## src/rtl/adder_pkg.sv

```systemverilog
// Shared types and constants for the nibble-serial adder controller.
package adder_pkg;
  localparam int NIBBLE_W = 4;

  typedef enum logic [1:0] {
    IDLE,
    RUN,
    DONE
  } ctrl_state_t;
endpackage

```

## src/rtl/nibble_adder.sv

```systemverilog
// 4-bit ripple-carry adder, purely combinational.
module nibble_adder
  import adder_pkg::*;
(
  input  logic [NIBBLE_W-1:0] a,
  input  logic [NIBBLE_W-1:0] b,
  input  logic                cin,
  output logic [NIBBLE_W-1:0] sum,
  output logic                cout
);
  logic c;

  always_comb begin
    c   = cin;
    sum = '0;
    for (int i = 0; i < NIBBLE_W; i++) begin
      sum[i] = a[i] ^ b[i] ^ c;
      c      = (a[i] & b[i]) | (c & (a[i] ^ b[i]));
    end
    cout = c;
  end
endmodule

```

## src/rtl/adder_share_ctrl.sv

```systemverilog
// Two-requester round-robin front end that runs wide adds
// nibble-serially through one shared 4-bit adder.
module adder_share_ctrl
  import adder_pkg::*;
#(
  parameter int WIDTH = 16
) (
  input  logic             clk,
  input  logic             rst,
  input  logic             req0_valid,
  output logic             req0_ready,
  input  logic [WIDTH-1:0] req0_a,
  input  logic [WIDTH-1:0] req0_b,
  input  logic             req0_cin,
  input  logic             req1_valid,
  output logic             req1_ready,
  input  logic [WIDTH-1:0] req1_a,
  input  logic [WIDTH-1:0] req1_b,
  input  logic             req1_cin,
  output logic             rsp_valid,
  output logic             rsp_id,
  output logic [WIDTH-1:0] rsp_sum,
  output logic             rsp_cout,
  output logic             busy
);
  localparam int NUM_NIB = WIDTH / NIBBLE_W;
  localparam int IDX_W =
    (NUM_NIB > 1) ? $clog2(NUM_NIB) : 1;
  localparam logic [IDX_W-1:0] LAST_IDX =
    IDX_W'(NUM_NIB - 1);

  ctrl_state_t      state_q, state_d;
  logic             last_id_q, last_id_d;
  logic             id_q, id_d;
  logic [WIDTH-1:0] a_q, a_d;
  logic [WIDTH-1:0] b_q, b_d;
  logic [WIDTH-1:0] result_q, result_d;
  logic             carry_q, carry_d;
  logic [IDX_W-1:0] idx_q, idx_d;
  logic [WIDTH-1:0] rsp_sum_q, rsp_sum_d;
  logic             rsp_cout_q, rsp_cout_d;
  logic             rsp_id_q, rsp_id_d;

  logic [NIBBLE_W-1:0] nib_a, nib_b, nib_sum;
  logic                nib_cout;
  logic                idle;

  assign nib_a = a_q[NIBBLE_W*idx_q +: NIBBLE_W];
  assign nib_b = b_q[NIBBLE_W*idx_q +: NIBBLE_W];

  nibble_adder u_add (
    .a    (nib_a),
    .b    (nib_b),
    .cin  (carry_q),
    .sum  (nib_sum),
    .cout (nib_cout)
  );

  // Pointer gives the tie to whoever was not served last.
  assign idle = (state_q == IDLE);
  assign req0_ready = ~rst & idle & req0_valid &
                      (~req1_valid | last_id_q);
  assign req1_ready = ~rst & idle & req1_valid &
                      (~req0_valid | ~last_id_q);

  assign rsp_valid = (state_q == DONE);
  assign busy      = (state_q != IDLE);
  assign rsp_sum   = rsp_sum_q;
  assign rsp_cout  = rsp_cout_q;
  assign rsp_id    = rsp_id_q;

  always_comb begin
    state_d    = state_q;
    last_id_d  = last_id_q;
    id_d       = id_q;
    a_d        = a_q;
    b_d        = b_q;
    result_d   = result_q;
    carry_d    = carry_q;
    idx_d      = idx_q;
    rsp_sum_d  = rsp_sum_q;
    rsp_cout_d = rsp_cout_q;
    rsp_id_d   = rsp_id_q;
    unique case (state_q)
      IDLE: begin
        if (req0_ready) begin
          a_d       = req0_a;
          b_d       = req0_b;
          carry_d   = req0_cin;
          id_d      = 1'b0;
          last_id_d = 1'b0;
          idx_d     = '0;
          state_d   = RUN;
        end else if (req1_ready) begin
          a_d       = req1_a;
          b_d       = req1_b;
          carry_d   = req1_cin;
          id_d      = 1'b1;
          last_id_d = 1'b1;
          idx_d     = '0;
          state_d   = RUN;
        end
      end
      RUN: begin
        result_d[NIBBLE_W*idx_q +: NIBBLE_W] = nib_sum;
        carry_d = nib_cout;
        idx_d   = idx_q + 1'b1;
        // Response registers update only here so they
        // hold steady between completions.
        if (idx_q == LAST_IDX) begin
          idx_d      = '0;
          state_d    = DONE;
          rsp_sum_d  = result_d;
          rsp_cout_d = nib_cout;
          rsp_id_d   = id_q;
        end
      end
      DONE: state_d = IDLE;
      default: state_d = IDLE;
    endcase
  end

  always_ff @(posedge clk or posedge rst) begin
    if (rst) begin
      state_q    <= IDLE;
      last_id_q  <= 1'b1;
      id_q       <= 1'b0;
      a_q        <= '0;
      b_q        <= '0;
      result_q   <= '0;
      carry_q    <= 1'b0;
      idx_q      <= '0;
      rsp_sum_q  <= '0;
      rsp_cout_q <= 1'b0;
      rsp_id_q   <= 1'b0;
    end else begin
      state_q    <= state_d;
      last_id_q  <= last_id_d;
      id_q       <= id_d;
      a_q        <= a_d;
      b_q        <= b_d;
      result_q   <= result_d;
      carry_q    <= carry_d;
      idx_q      <= idx_d;
      rsp_sum_q  <= rsp_sum_d;
      rsp_cout_q <= rsp_cout_d;
      rsp_id_q   <= rsp_id_d;
    end
  end
endmodule

```

## config.mk

```make
export PLATFORM = sky130hd
export DESIGN_NAME = adder_share_ctrl
export DESIGN_NICKNAME = d
export VERILOG_FILES = /design/src/rtl/adder_pkg.sv /design/src/rtl/nibble_adder.sv /design/src/rtl/adder_share_ctrl.sv
export SDC_FILE = /design/constraint.sdc
export NUM_CORES = 1
export LEC_CHECK = 0
export ABC_CLOCK_PERIOD_IN_PS = 4200
export CAP_MARGIN = 15
export CELL_PAD_IN_SITES_DETAIL_PLACEMENT = 0
export CELL_PAD_IN_SITES_GLOBAL_PLACEMENT = 2
export CORE_MARGIN = 3
export CORE_UTILIZATION = 31
export DETAILED_ROUTE_END_ITERATION = 12
export PLACE_DENSITY_LB_ADDON = 0.1
export SLEW_MARGIN = 0
export SYNTH_ARGS = -nofsm -noshare
export SYNTH_HDL_FRONTEND = slang
export SYNTH_SLANG_ARGS = --single-unit
```

## constraint.sdc

```tcl
create_clock -name clk -period 4.2 [get_ports clk]
set_clock_uncertainty 0.1 [all_clocks]
set_input_delay 0.63 -clock clk [delete_from_list [all_inputs] [get_ports clk]]
set_output_delay 0.63 -clock clk [all_outputs]
set_load 0.05 [all_outputs]
```

[Word level (Yosys, flattened, before mapping)]
Cells that the tools add are included.
Word-level totals
  word-level logic and storage cells: 79
  input bits: 70
  bits in registers: 73
Operators by class
  bitwise gates (word level): 31
  reductions and logical operators: 8
  equal/unequal tests: 5
  $add $sub $neg: 2
  multiplexer cells: 18
  shifts and indexed selects: 4
Operators by type and width (number)
  $mux 16: 4
  $neg 4->34: 1
  $shift 4x34->16 const A: 1
  $shiftx 4x34->16: 1
  $shiftx 16x5->4: 2
  $bwmux 16: 1
  $and 1x1->1: 13
  $mux 2: 6
  $pmux 2 s2: 2
  $reduce_and 2->1: 4
  $xor 1x1->1: 8
  $or 1x1->1: 6
  $reduce_bool 2->1: 3
  $eq 2x2->1 const B: 2
  $mux 1: 4
  $not 1->1: 4
  $ne 3x3->1 const B: 1
  $add 2x1->2 const B: 1
  $eq 2x1->1 const B: 1
  $logic_not 2->1: 1
  $ne 2x2->1 const B: 1
  $pmux 1 s2: 1

[Depth between registers and ports, before layout]
  depth in word-level cells: 11
  depth in mapped cells: 14

[Cells and area by module]
From an unflattened synthesis, not the netlist that was laid out.
Second synthesis, totals
  cell total of the unflattened synthesis: 345
  area total of the unflattened synthesis: 3752.3 um^2
Modules (own cells, without submodules)
  adder_share_ctrl: area an instance 3634.7 um^2, times used 1, cells an instance 331, seq. area each 1828.0 um^2
  nibble_adder: area an instance 117.6 um^2, times used 1, cells an instance 14, seq. area each 0.0 um^2

[Least setup slack after synthesis]
No wires, ideal clock.
  path type: reg2reg
  start: register idx_q[0]
  end: register rsp_sum_q[3], in the netlist rsp_sum[3]
  clock period less this slack: 3.235 ns
  setup slack: 0.965 ns
  cell stages (with the launch flop): 14
  arrival: 3.053 ns
  cell sequence: dfrtp_1 -> buf_4 -> mux4_2 -> inv_1 -> fa_1 -> inv_1 -> fa_1 -> inv_1 -> fa_1 -> inv_1 -> fa_1 -> clkbuf_1 -> a22oi_1 -> o21ai_0
On the way
  word-level cells in the longest chain between the ends: 11
Ends and longest elaborated chain
  start, declared: RTL line adder_share_ctrl.sv:39  | logic [IDX_W-1:0] idx_q, idx_d;
  start signal, assigned: RTL line adder_share_ctrl.sv:144  | idx_q <= idx_d;
  $shiftx 16x5->4, on equally long branches: RTL line adder_share_ctrl.sv:48, adder_share_ctrl.sv:49
  $xor 1x1->1: RTL line nibble_adder.sv:17, nibble_adder.sv:18
  $and 1x1->1: RTL line nibble_adder.sv:18  | c = (a[i] & b[i]) | (c & (a[i] ^ b[i]));
  $or 1x1->1: RTL line nibble_adder.sv:18
  $and 1x1->1: RTL line nibble_adder.sv:18
  $or 1x1->1: RTL line nibble_adder.sv:18
  $and 1x1->1: RTL line nibble_adder.sv:18
  $or 1x1->1: RTL line nibble_adder.sv:18
  $xor 1x1->1: RTL line nibble_adder.sv:17  | sum[i] = a[i] ^ b[i] ^ c;
  $shiftx 4x34->16: RTL line adder_share_ctrl.sv:105  | result_d[NIBBLE_W*idx_q +: NIBBLE_W] = nib_sum;
  $bwmux 16: RTL line adder_share_ctrl.sv:105
  end signal, assigned: RTL line adder_share_ctrl.sv:145  | rsp_sum_q <= rsp_sum_d;
  end, declared: RTL line adder_share_ctrl.sv:40  | logic [WIDTH-1:0] rsp_sum_q, rsp_sum_d;
Parallel ways exist; a longest one is shown, timed or not.
A chain may end at the register's enable or synchronous reset.

[Worst setup path after layout]
Ends and elaborated chain as after synthesis.

==> metrics.log <==
INFO  metric avgViaCountPerCell = 4.80
INFO  metric synth.yosys.warnings = 0
INFO  metric cts.sinks = 73
INFO  metric flow.area_growth_from_synthesis = 37.5%
INFO  metric worst_path_most_repeated_cell = fa_1
INFO  metric worst_ep_arrival_time = 3.52 ns
INFO  metric design_area = 0.00506 mm2
INFO  metric synth_flop_cell = dfrtp_1
INFO  metric setup_crit_start_kind = register
INFO  metric post-route-drc-count = 0
INFO  metric cts_tree = done
INFO  metric floorplan.die.height = 115 um
INFO  metric cp_cell_sequence = buf_4 -> mux4_2 -> fa_1 -> inv_1 -> fa_1 -> inv_1 -> fa_1 -> a22oi_1 -> o21ai_0
INFO  metric antenna_found_initial = 0
INFO  metric netlist_area_before_placement = 0.00368 mm2
INFO  metric synth.distinct_cells = 36
INFO  metric ys_ff_latch = 73
INFO  metric report.final.hold_viol_count = 0
INFO  metric design.final.nets = 499
INFO  metric worst-setup-path-type = register to register
INFO  metric synth-edff-count = 0
INFO  metric power_density = 809 mW/mm2
INFO  metric relSlewSlack = 0.335
INFO  metric placement.cell_area = 0.00469 mm2
INFO  metric share_of_synthesized_flip_flops_with_an_asynchronous_set_or_reset = 1.00
INFO  metric layout.cells.most_common_list = 91 x clkdlybuf4s50_1, 72 x dfrtp_1, 56 x nand2_1
INFO  metric post_layout_nonfiller_instances = 567
INFO  metric synth_fp_nets = 413
INFO  metric power_leakage = 2.25 nW
INFO  metric unrepaired_setup_endpoints_after_global_routing = no
INFO  metric root_buffer = clkbuf_16
INFO  metric cp.required = 4.35 ns
INFO  metric critical_path_buf_inv_count = 3
INFO  metric timing.final.ws_setup = 0.823 ns
INFO  metric achievable-frequency = 296 MHz
INFO  metric num_io_pins = 92
INFO  metric core-area = 0.0115 mm2
INFO  metric floorplan.initialDensity = 0.319
INFO  metric cts-root-to-sink-buffers = 2
INFO  metric clkLatencyLatePin = 0.33 ns
INFO  metric finalCoreUtilization = 0.439
INFO  metric synth_sequential_area_ratio = 0.497
INFO  metric drt-wirelength-per-cell = 15.0 um
INFO  metric setup_viol = 0
INFO  metric detailroute.via_count = 2723
INFO  metric die_w = 115 um
INFO  metric synthesis.area_per_instance = 11.0 um2
INFO  metric cp-end-kind = register
INFO  metric cts_hold_buffers = 0
INFO  metric final_min_period_over_clock_period = 0.804
INFO  metric synth_cells = 333
INFO  metric final_number_of_max_transition_violations = 0
INFO  metric pin_count_of_the_biggest_net_entering_global_routing = 68
INFO  metric cts_h_tree_depth = 3
INFO  metric area_of_the_die = 0.0132 mm2
INFO  metric cts.reportedPaths.clkPinSlew = 0.06 ns
INFO  metric drt_wl_total = 8520 um
INFO  metric cts_repair_resize_count = 0
INFO  metric first_pass_iteration_count_of_the_detailed_router = 4
INFO  metric status = finished clean
INFO  metric grt_first_pass_wirelength = 14100 um
INFO  metric num_antenna_cells = 0
INFO  metric yosysTopAreaCellShare = 0.490
INFO  metric drive_above_1_share = 0.0943
INFO  metric residual_overflow_from_global_routing = 0
INFO  metric setup_repair_bufs_after_cts = 0
INFO  metric synth_top_cells_by_area = dfrtp_1 49%, mux2i_1 9.0%, o21ai_0 5.9%, nand2_1 5.8%, mux4_2 4.9%
INFO  metric floorplan.rows = 39
INFO  metric critPathTopFamily = adder cells
INFO  metric gpl.final_weighted_congestion = 0.762
INFO  metric min-delay-path-class = register to register
INFO  metric dpl_worst_slack = 0.775 ns
INFO  metric max_cap_violations = 0
INFO  metric portBuffers = 91
INFO  metric critical_path.max_stage_delay = 0.71 ns
INFO  metric commonest_non_fill_non_tap_cell_in_the_layout = clkdlybuf4s50_1
INFO  metric max-vdd-ir-drop = 0.364 mV
INFO  metric drt_iter0_drc = 81
INFO  metric min_period = 3.38 ns
INFO  metric fin_setup_tns = 0 ns
INFO  metric yosysTopAreaCell = dfrtp_1
INFO  metric track_usage = 0.136
INFO  metric timing_worst_slew_pin_value = 0.994 ns
INFO  metric placed_cells = 551
INFO  metric place_hpwl = 6400 um
INFO  metric worstPathMaxFanout = 10
INFO  metric cts_made_buffers = 9
INFO  metric first_global_vias = 2762
INFO  metric cp_slowest_cell = dfrtp_1
INFO  metric drtAntennaViolNets = 0
==> final timing paths <==
path | start | endpoint | slack, ns | depth (start not counted)
min | rsp_sum[7]$_DFFE_PP0P_ | rsp_sum[7]$_DFFE_PP0P_ | 0.38 | 2
min reg2reg | rsp_sum[7]$_DFFE_PP0P_ | rsp_sum[7]$_DFFE_PP0P_ | 0.38 | 2
max in group asynchronous | rst | rsp_cout$_DFFE_PP0P_ | 2.23 | 3
max | idx_q[0]$_DFFE_PP0P_ | rsp_sum[3]$_DFFE_PP0P_ | 0.82 | 9
min in group asynchronous | rst | id_q$_DFFE_PP0P_ | 0.73 | 2
max reg2reg | idx_q[0]$_DFFE_PP0P_ | rsp_sum[3]$_DFFE_PP0P_ | 0.82 | 9
==> synth_stat cells (2+ instances only) <==
library cell and count:
o22ai_1 2, nor2_1 3, o21ai_0 43, nor4b_4 2, a22o_1 8, dfrtp_1 72, buf_2 3, o21ai_1 8
buf_4 5, buf_6 3, nor2b_1 3, mux2i_1 33, a32o_1 8, or2_2 2, mux4_2 8, mux2_1 4
inv_1 19, fa_1 4, ha_1 6, a21oi_1 7, clkbuf_1 8, a22oi_1 12, nand2_1 57
==> tightest hold or removal path, delay by kind of cell (launching register included) <==
family,cells,cell delay (ns)
AO/OA/AOI/OAI,1,0.06
flip-flops,1,0.34
AND/OR/NAND/NOR,1,0.05
==> cell families (layout without fill, tap and decap cells) <==
logic type	after synthesis	in the layout	share of synthesized area
mux	45	45	0.151
compound gates	90	90	0.151
flops	73	73	0.497
fa+ha+maj	10	10	0.0422
buf+inv	39	130	0.0521
simple gates	76	76	0.106
==> final cells by class <==
| class | count | area, um2 |
|---|---|---|
| clock buffers | 11 | 243 |
| clock inverters | 5 | 128 |
| fillers | 1128 | 6460 |
| inverters | 20 | 75.1 |
| multi-input cells | 221 | 1670 |
| flip-flops and latches | 73 | 1830 |
| well taps | 143 | 179 |
| repair buffers | 94 | 933 |
==> power by group <==
part	switching [mW]	leakage [nW]	total [mW]	internal, mW
combinational	1.17	1.12	1.91	0.742
sequential	0.228	0.947	1.24	1.01
clock	0.288	0.176	0.944	0.657
total	1.69	2.25	4.09	2.41
==> state kept, by name, indices dropped and copies added (netlist names) <==
name and cells:
b_q 16, rsp_cout 1, state_q 2, idx_q 2
result_q 16, carry_q 1, rsp_id 1, rsp_sum 16
a_q 16, id_q 1, last_id_q 1
==> metrics by stage <==
stage	hold WS, ns	total power [mW]
after floorplan	0.345	2.57
after global placement	0.363	3.19
after detailed placement	0.370	3.21
after CTS	0.382	4.17
after global routing	0.397	4.40
final	0.379	4.09
==> routing by layer <==
| metal | global-route usage | up-vias | wire [um] | part of all wire |
|---|---|---|---|---|
| met5 | 0 | - | 0 | 0 |
| met1 | 0.177 | 1289 | 3770 | 0.44 |
| met4 | 0.0571 | 0 | 188 | 0.022 |
| li1 | - | 1359 | - | - |
| met2 | 0.222 | 63 | 4240 | 0.50 |
| met3 | 0.0289 | 12 | 329 | 0.039 |
(Power assumes the default switching activity.)
